`src/rtl/tlb_array.sv`:
```
// Fully associative dual-page joint TLB: two independent combinational search
// ports, one write port and one combinational read port over flop-based entries.
module tlb_array #(
  parameter int TLBNUM = 16,
  parameter int IDXW   = 4
) (
  input  logic            clk,
  input  logic            reset,
  input  logic [18:0]     s0_vpn2,
  input  logic            s0_odd_page,
  input  logic [7:0]      s0_asid,
  output logic            s0_found,
  output logic [IDXW-1:0] s0_index,
  output logic [19:0]     s0_pfn,
  output logic [2:0]      s0_c,
  output logic            s0_d,
  output logic            s0_v,
  input  logic [18:0]     s1_vpn2,
  input  logic            s1_odd_page,
  input  logic [7:0]      s1_asid,
  output logic            s1_found,
  output logic [IDXW-1:0] s1_index,
  output logic [19:0]     s1_pfn,
  output logic [2:0]      s1_c,
  output logic            s1_d,
  output logic            s1_v,
  input  logic            we,
  input  logic [IDXW-1:0] w_index,
  input  logic [18:0]     w_vpn2,
  input  logic [7:0]      w_asid,
  input  logic            w_g,
  input  logic [19:0]     w_pfn0,
  input  logic [2:0]      w_c0,
  input  logic            w_d0,
  input  logic            w_v0,
  input  logic [19:0]     w_pfn1,
  input  logic [2:0]      w_c1,
  input  logic            w_d1,
  input  logic            w_v1,
  input  logic [IDXW-1:0] r_index,
  output logic [18:0]     r_vpn2,
  output logic [7:0]      r_asid,
  output logic            r_g,
  output logic [19:0]     r_pfn0,
  output logic [2:0]      r_c0,
  output logic            r_d0,
  output logic            r_v0,
  output logic [19:0]     r_pfn1,
  output logic [2:0]      r_c1,
  output logic            r_d1,
  output logic            r_v1
);

  typedef struct packed {
    logic [18:0] vpn2;
    logic [7:0]  asid;
    logic        g;
    logic [19:0] pfn0;
    logic [2:0]  c0;
    logic        d0;
    logic        v0;
    logic [19:0] pfn1;
    logic [2:0]  c1;
    logic        d1;
    logic        v1;
  } entry_t;

  entry_t entry_q [TLBNUM];
  logic   e_q     [TLBNUM];
  entry_t w_entry_d;

  assign w_entry_d = '{vpn2: w_vpn2, asid: w_asid, g: w_g,
                       pfn0: w_pfn0, c0: w_c0, d0: w_d0, v0: w_v0,
                       pfn1: w_pfn1, c1: w_c1, d1: w_d1, v1: w_v1};

  // Reset takes priority over a concurrent write, so nothing survives it.
  always_ff @(posedge clk) begin
    for (int i = 0; i < TLBNUM; i++) begin
      if (reset) begin
        entry_q[i] <= '0;
        e_q[i]     <= 1'b0;
      end else if (we && (w_index == IDXW'(i))) begin
        entry_q[i] <= w_entry_d;
        e_q[i]     <= 1'b1;
      end
    end
  end

  // Read port sees stored state only, so an entry being written reads old data.
  assign r_vpn2 = entry_q[r_index].vpn2;
  assign r_asid = entry_q[r_index].asid;
  assign r_g    = entry_q[r_index].g;
  assign r_pfn0 = entry_q[r_index].pfn0;
  assign r_c0   = entry_q[r_index].c0;
  assign r_d0   = entry_q[r_index].d0;
  assign r_v0   = entry_q[r_index].v0;
  assign r_pfn1 = entry_q[r_index].pfn1;
  assign r_c1   = entry_q[r_index].c1;
  assign r_d1   = entry_q[r_index].d1;
  assign r_v1   = entry_q[r_index].v1;

  logic [18:0]     s_vpn2  [2];
  logic            s_odd   [2];
  logic [7:0]      s_asid  [2];
  logic            s_found [2];
  logic [IDXW-1:0] s_index [2];
  logic [19:0]     s_pfn   [2];
  logic [2:0]      s_c     [2];
  logic            s_d     [2];
  logic            s_v     [2];

  assign s_vpn2[0] = s0_vpn2;
  assign s_odd[0]  = s0_odd_page;
  assign s_asid[0] = s0_asid;
  assign s_vpn2[1] = s1_vpn2;
  assign s_odd[1]  = s1_odd_page;
  assign s_asid[1] = s1_asid;

  genvar gi;
  generate
    for (gi = 0; gi < 2; gi++) begin : g_port
      logic [TLBNUM-1:0] match;
      logic [IDXW-1:0]   idx;
      entry_t            sel;

      always_comb begin
        match = '0;
        for (int i = 0; i < TLBNUM; i++) begin
          match[i] = e_q[i] && (entry_q[i].vpn2 == s_vpn2[gi]) &&
                     (entry_q[i].g || (entry_q[i].asid == s_asid[gi]));
        end
      end

      // Scan downward so the lowest matching index wins a multiple match.
      always_comb begin
        idx = '0;
        for (int i = TLBNUM - 1; i >= 0; i--) begin
          if (match[i]) idx = IDXW'(i);
        end
      end

      assign sel = entry_q[idx];

      always_comb begin
        s_found[gi] = |match;
        s_index[gi] = idx;
        s_pfn[gi]   = '0;
        s_c[gi]     = '0;
        s_d[gi]     = 1'b0;
        s_v[gi]     = 1'b0;
        if (|match) begin
          s_pfn[gi] = s_odd[gi] ? sel.pfn1 : sel.pfn0;
          s_c[gi]   = s_odd[gi] ? sel.c1   : sel.c0;
          s_d[gi]   = s_odd[gi] ? sel.d1   : sel.d0;
          s_v[gi]   = s_odd[gi] ? sel.v1   : sel.v0;
        end
      end
    end
  endgenerate

  assign s0_found = s_found[0];
  assign s0_index = s_index[0];
  assign s0_pfn   = s_pfn[0];
  assign s0_c     = s_c[0];
  assign s0_d     = s_d[0];
  assign s0_v     = s_v[0];
  assign s1_found = s_found[1];
  assign s1_index = s_index[1];
  assign s1_pfn   = s_pfn[1];
  assign s1_c     = s_c[1];
  assign s1_d     = s_d[1];
  assign s1_v     = s_v[1];

endmodule

```
`config.mk`:
```
export PLATFORM = sky130hd
export DESIGN_NAME = tlb_array
export DESIGN_NICKNAME = d
export VERILOG_FILES = /design/src/rtl/tlb_array.sv
export SDC_FILE = /design/constraint.sdc
export NUM_CORES = 2
export LEC_CHECK = 0
export CAP_MARGIN = 15
export CORE_MARGIN = 2
export CORE_UTILIZATION = 30
export DETAILED_ROUTE_END_ITERATION = 10
export PLACE_DENSITY = 0.5
export SYNTH_ARGS = -nofsm -noshare
export SYNTH_HDL_FRONTEND = slang
export SYNTH_SLANG_ARGS = --single-unit
```
`constraint.sdc`:
```
create_clock -name clk -period 9.04 [get_ports clk]
set_input_delay 0.904 -clock clk [delete_from_list [all_inputs] [get_ports clk]]
set_output_delay 0.904 -clock clk [all_outputs]
set_load 0.05 [all_outputs]
```
==> impl_results.md <==
* Result of the run: finished, final reports clean
* Number of nets in the synthesized netlist at 7017
* Final Skew at 0 ns
* Count of boundary I/O pins at 283
* Setup TNS after final layout at 0 ns
* Clk Tree Root Cell: sky130_fd_sc_hd__clkbuf_16
* Post-synthesis average cell area at between 10 and 15 µm²
* Number of DRC markers after the initial detailed-route iteration at 10833
* Count of endpoints failing hold in the final timing report at 0
* DIE AREA at between 200000 and 300000 µm²
* Sw Share at between 20% and 30%
* Share of the yosys chip area belonging to registers at a little under half
* Critical path fanouts, max at 21
* Port Buffers at 282
* Vertical die dimension at approximately 530 µm
* Final number of setup-violating endpoints at 0
* Wire length of the first global-routing pass at 565000 µm
* CTS-repair resized insts at 0
* Dpl ws at 0.849 ns
* Utilization of the core after routing at 34.9%
* Detailed-route wire length at 424000 µm
* Critical path cell sequence: clkdlybuf4s50_1, buf_4, xor2_1, nor4_1, a21oi_1, or4_1, nand3_1, a21o_1, or2_2, and2_2, buf_12, buf_12, nand2_1, a21oi_1, nor3_1, a22oi_1, buf_4, buf_4
* Clk slew on worst S/H paths at roughly 0.06 ns
* RD Place Congestion at approximately 1
* Initial antenna violation count at 64
* Worst min-delay path category: reg2reg
* Number of clock buffers inserted by TritonCTS at ~160
* CTS hold repair buffers at 0
* Worst setup path category: in2out
* Maximum clock rate at 0.118 GHz
* Synthesized netlist cell count at roughly 6900
* Cells on worst reg2reg path at 2
* GRT Total Usage at about 29%
* Synth Flop Type: sky130_fd_sc_hd__edfxtp_1
* H-tree depth reported by CTS at 4
* Most frequent standard cell in the layout excluding fill and tap cells: sky130_fd_sc_hd__and2_1
* Router iterations before antenna repair at 6
* Comb pwr share at 14.8%
* Die outline width at ~530 µm
* Commonest cells after routing, fill and taps aside: sky130_fd_sc_hd__and2_1 (1281), sky130_fd_sc_hd__edfxtp_1 (1263), sky130_fd_sc_hd__xor2_1 (647)
* Number of warnings reported in the yosys synthesis log at 0
* Crit path top cell by count: sky130_fd_sc_hd__buf_4
* Standard-cell row count at 193
* Largest net degree at the start of global routing at approximately 100
* Flop pwr share at between 40% and 50%
* Vias in the first global route at approximately 63000
* Actual transition at the worst max-transition pin at between 1 and 1.5 ns
* Worst setup slack after layout at between 0.5 and 0.6 ns
* Layout net count at between 7000 and 8000
* Via-to-Cell Ratio at 6.04
* CP endpoint kind: primary output
* Total clock sinks at around 1300
* Share of power burned in the clock network at between 40% and 50%
* Count of state elements after synthesis at roughly 1300
* DRC at 0
* Number of distinct library cells after synthesis at 86
* Max Slew Vio Count at 0
* Area growth from synthesis to final layout at 15.9%
* Total number of vias at between 60000 and 70000
* Setup bufs post-CTS at 0
* Number of nets still failing antenna checks after routing at 0
* Maximum single-stage delay on the critical path at 0.99 ns
* Switch Pwr at ~0.0047 W
* Post-synthesis instance area at 83000 µm²
* Maximum Capacitance Violations at 0
* Maximum vdd drop at 147 µV
* Ratio of final minimum period to clock period at 93.7%
* Relative max-transition margin at between 10% and 20%
* Type of element launching the critical path: input pin
* Number of flops mapped to enable cells by yosys at 1263
* Core area at about 280000 µm²
* DR WL/cell at just under 40 µm
* Critical Path AT at about 7.6 ns
* Starting density of the core at about 30%
* Critical path data required time at slightly above 8 ns
* Leakage Power at around 32 nW
* Clock tree from TritonCTS: built
* Count of cells along the worst hold path at 2
* Skew-Pair Late Insertion Delay at 0.83 ns
* FFs w/ async S/R, synth at 0%
* Fraction of layout instances using a drive strength above 1 at between 10% and 20%
* Post-layout min period at between 8 and 9 ns
* Slowest cell on crit path: sky130_fd_sc_hd__clkdlybuf4s50_1
* P_int at 0.0114 W
* Unrepaired setup endpoints after global routing: no
* Cell area power density at around 170 nW/µm²
* Clk buf depth at 4
* Global-route congestion overflow total at 0
* Placed wire-length estimate at around 280000 µm
## registers in the layout, summed over array words and instances, names as in the netlist
register,flops
e_q,16
entry_q,1248
## worst max-delay path, delay by kind of cell
family	cells	cell delay, ns
simple gates	7	2.56
buf+inv	6	2.15
compound gates	4	1.70
xor+xnor	1	0.16
## power by group through the flow
stage	clock, W	sequential (W)	combinational [W]
3_5_place_dp	0	0.00738	0.00235
2_1_floorplan	0	0.00718	0.00145
6_report	0.00644	0.00729	0.00239
3_3_place_gp	0	0.00736	0.00237
5_1_grt	0.00668	0.00731	0.00247
4_1_cts	0.00650	0.00726	0.00236
## per-layer routing
| metal | global-route usage [%] | wire (µm) | up-vias |
|---|---|---|---|
| met1 | 41.2 | 177000 | 33953 |
| met2 | 42.1 | 176000 | 4761 |
| li1 | - | - | 26337 |
| met3 | 8.82 | 52300 | 849 |
| met4 | 11.4 | 19000 | 24 |
| met5 | 0 | 148 | - |
## synthesized netlist by cell type, types with 4 or more instances
cell type	number	share of area, %
sky130_fd_sc_hd__and2_1	1284	9.7
sky130_fd_sc_hd__edfxtp_1	1263	46
sky130_fd_sc_hd__xor2_1	647	6.8
sky130_fd_sc_hd__mux2i_1	564	6.8
sky130_fd_sc_hd__mux4_2	390	11
sky130_fd_sc_hd__clkbuf_1	351	1.6
sky130_fd_sc_hd__nor4_1	267	2.0
sky130_fd_sc_hd__xnor2_1	217	2.3
sky130_fd_sc_hd__nand2_1	201	0.91
sky130_fd_sc_hd__nor2_1	132	0.60
sky130_fd_sc_hd__a21oi_1	123	0.74
sky130_fd_sc_hd__nand3_1	123	0.74
sky130_fd_sc_hd__buf_2	119	0.72
sky130_fd_sc_hd__nand4_1	102	0.77
sky130_fd_sc_hd__nor3_1	99	0.60
sky130_fd_sc_hd__o22ai_1	94	0.71
sky130_fd_sc_hd__mux2_2	75	1.0
sky130_fd_sc_hd__buf_4	71	0.64
sky130_fd_sc_hd__o21ai_0	69	0.42
sky130_fd_sc_hd__a221o_1	62	0.75
sky130_fd_sc_hd__a221oi_1	58	0.61
sky130_fd_sc_hd__buf_6	47	0.64
sky130_fd_sc_hd__or4_1	47	0.43
sky130_fd_sc_hd__a211oi_1	43	0.39
sky130_fd_sc_hd__o2111ai_1	40	0.42
sky130_fd_sc_hd__buf_1	35	0.16
sky130_fd_sc_hd__o221ai_1	33	0.35
sky130_fd_sc_hd__nand4b_1	31	0.33
sky130_fd_sc_hd__nor4b_1	30	0.32
sky130_fd_sc_hd__o21ai_1	30	0.18
sky130_fd_sc_hd__a31oi_1	29	0.22
sky130_fd_sc_hd__a21o_1	19	0.17
sky130_fd_sc_hd__a22oi_1	19	0.17
sky130_fd_sc_hd__o21a_1	14	0.13
sky130_fd_sc_hd__o311ai_1	13	0.14
sky130_fd_sc_hd__inv_1	11	0.050
sky130_fd_sc_hd__o21bai_1	11	0.099
sky130_fd_sc_hd__nand2b_1	10	0.075
sky130_fd_sc_hd__o31ai_1	9	0.081
sky130_fd_sc_hd__a311oi_1	7	0.074
sky130_fd_sc_hd__nor2b_1	7	0.053
sky130_fd_sc_hd__or2_2	7	0.053
sky130_fd_sc_hd__nand3b_1	5	0.045
sky130_fd_sc_hd__o211ai_1	5	0.045
sky130_fd_sc_hd__or3_1	4	0.030
## through the flow
| stage | total power, W | area [µm²] | std cells | hold WS, ns |
|---|---|---|---|---|
| floorplan | 0.00863 | 83000 | 6872 | 0.500 |
| global placement | 0.00973 | 91100 | 10606 | 0.647 |
| detailed placement | 0.00973 | 91100 | 10608 | 0.651 |
| CTS | 0.0161 | 96100 | 10876 | 0.662 |
| global route | 0.0165 | 96200 | 10882 | 0.697 |
| finish | 0.0161 | 96200 | 10907 | 0.680 |
## cell families after synthesis
logic type | synth area share (%)
AO/OA/AOI/OAI | 6.11
multiplexers | 18.4
buffers and inverters | 3.80
flip-flops | 45.7
XOR/XNOR | 9.12
AND/OR/NAND/NOR | 16.8
## path summary, 6_finish.rpt
| path | endpoint | start | slack (ns) |
|---|---|---|---|
| worst max register to register | e_q[8] | e_q[8] | 8.22 |
| worst min-delay path | e_q[8] | e_q[8] | 0.68 |
| worst max-delay path | s1_d | s1_asid[1] | 0.57 |
| worst min register to register | e_q[8] | e_q[8] | 0.68 |
## layout make-up
cell class	instances	area (µm²)
fillers	26874	180000
multi-input cells	4972	42400
flip-flops and latches	1264	37900
repair buffers	655	6110
well taps	3705	4640
clock buffers	192	4230
clock inverters	76	772
diodes	30	75.1
inverters	13	52.6
No activity file was read; power rests on OpenSTA's default activity.
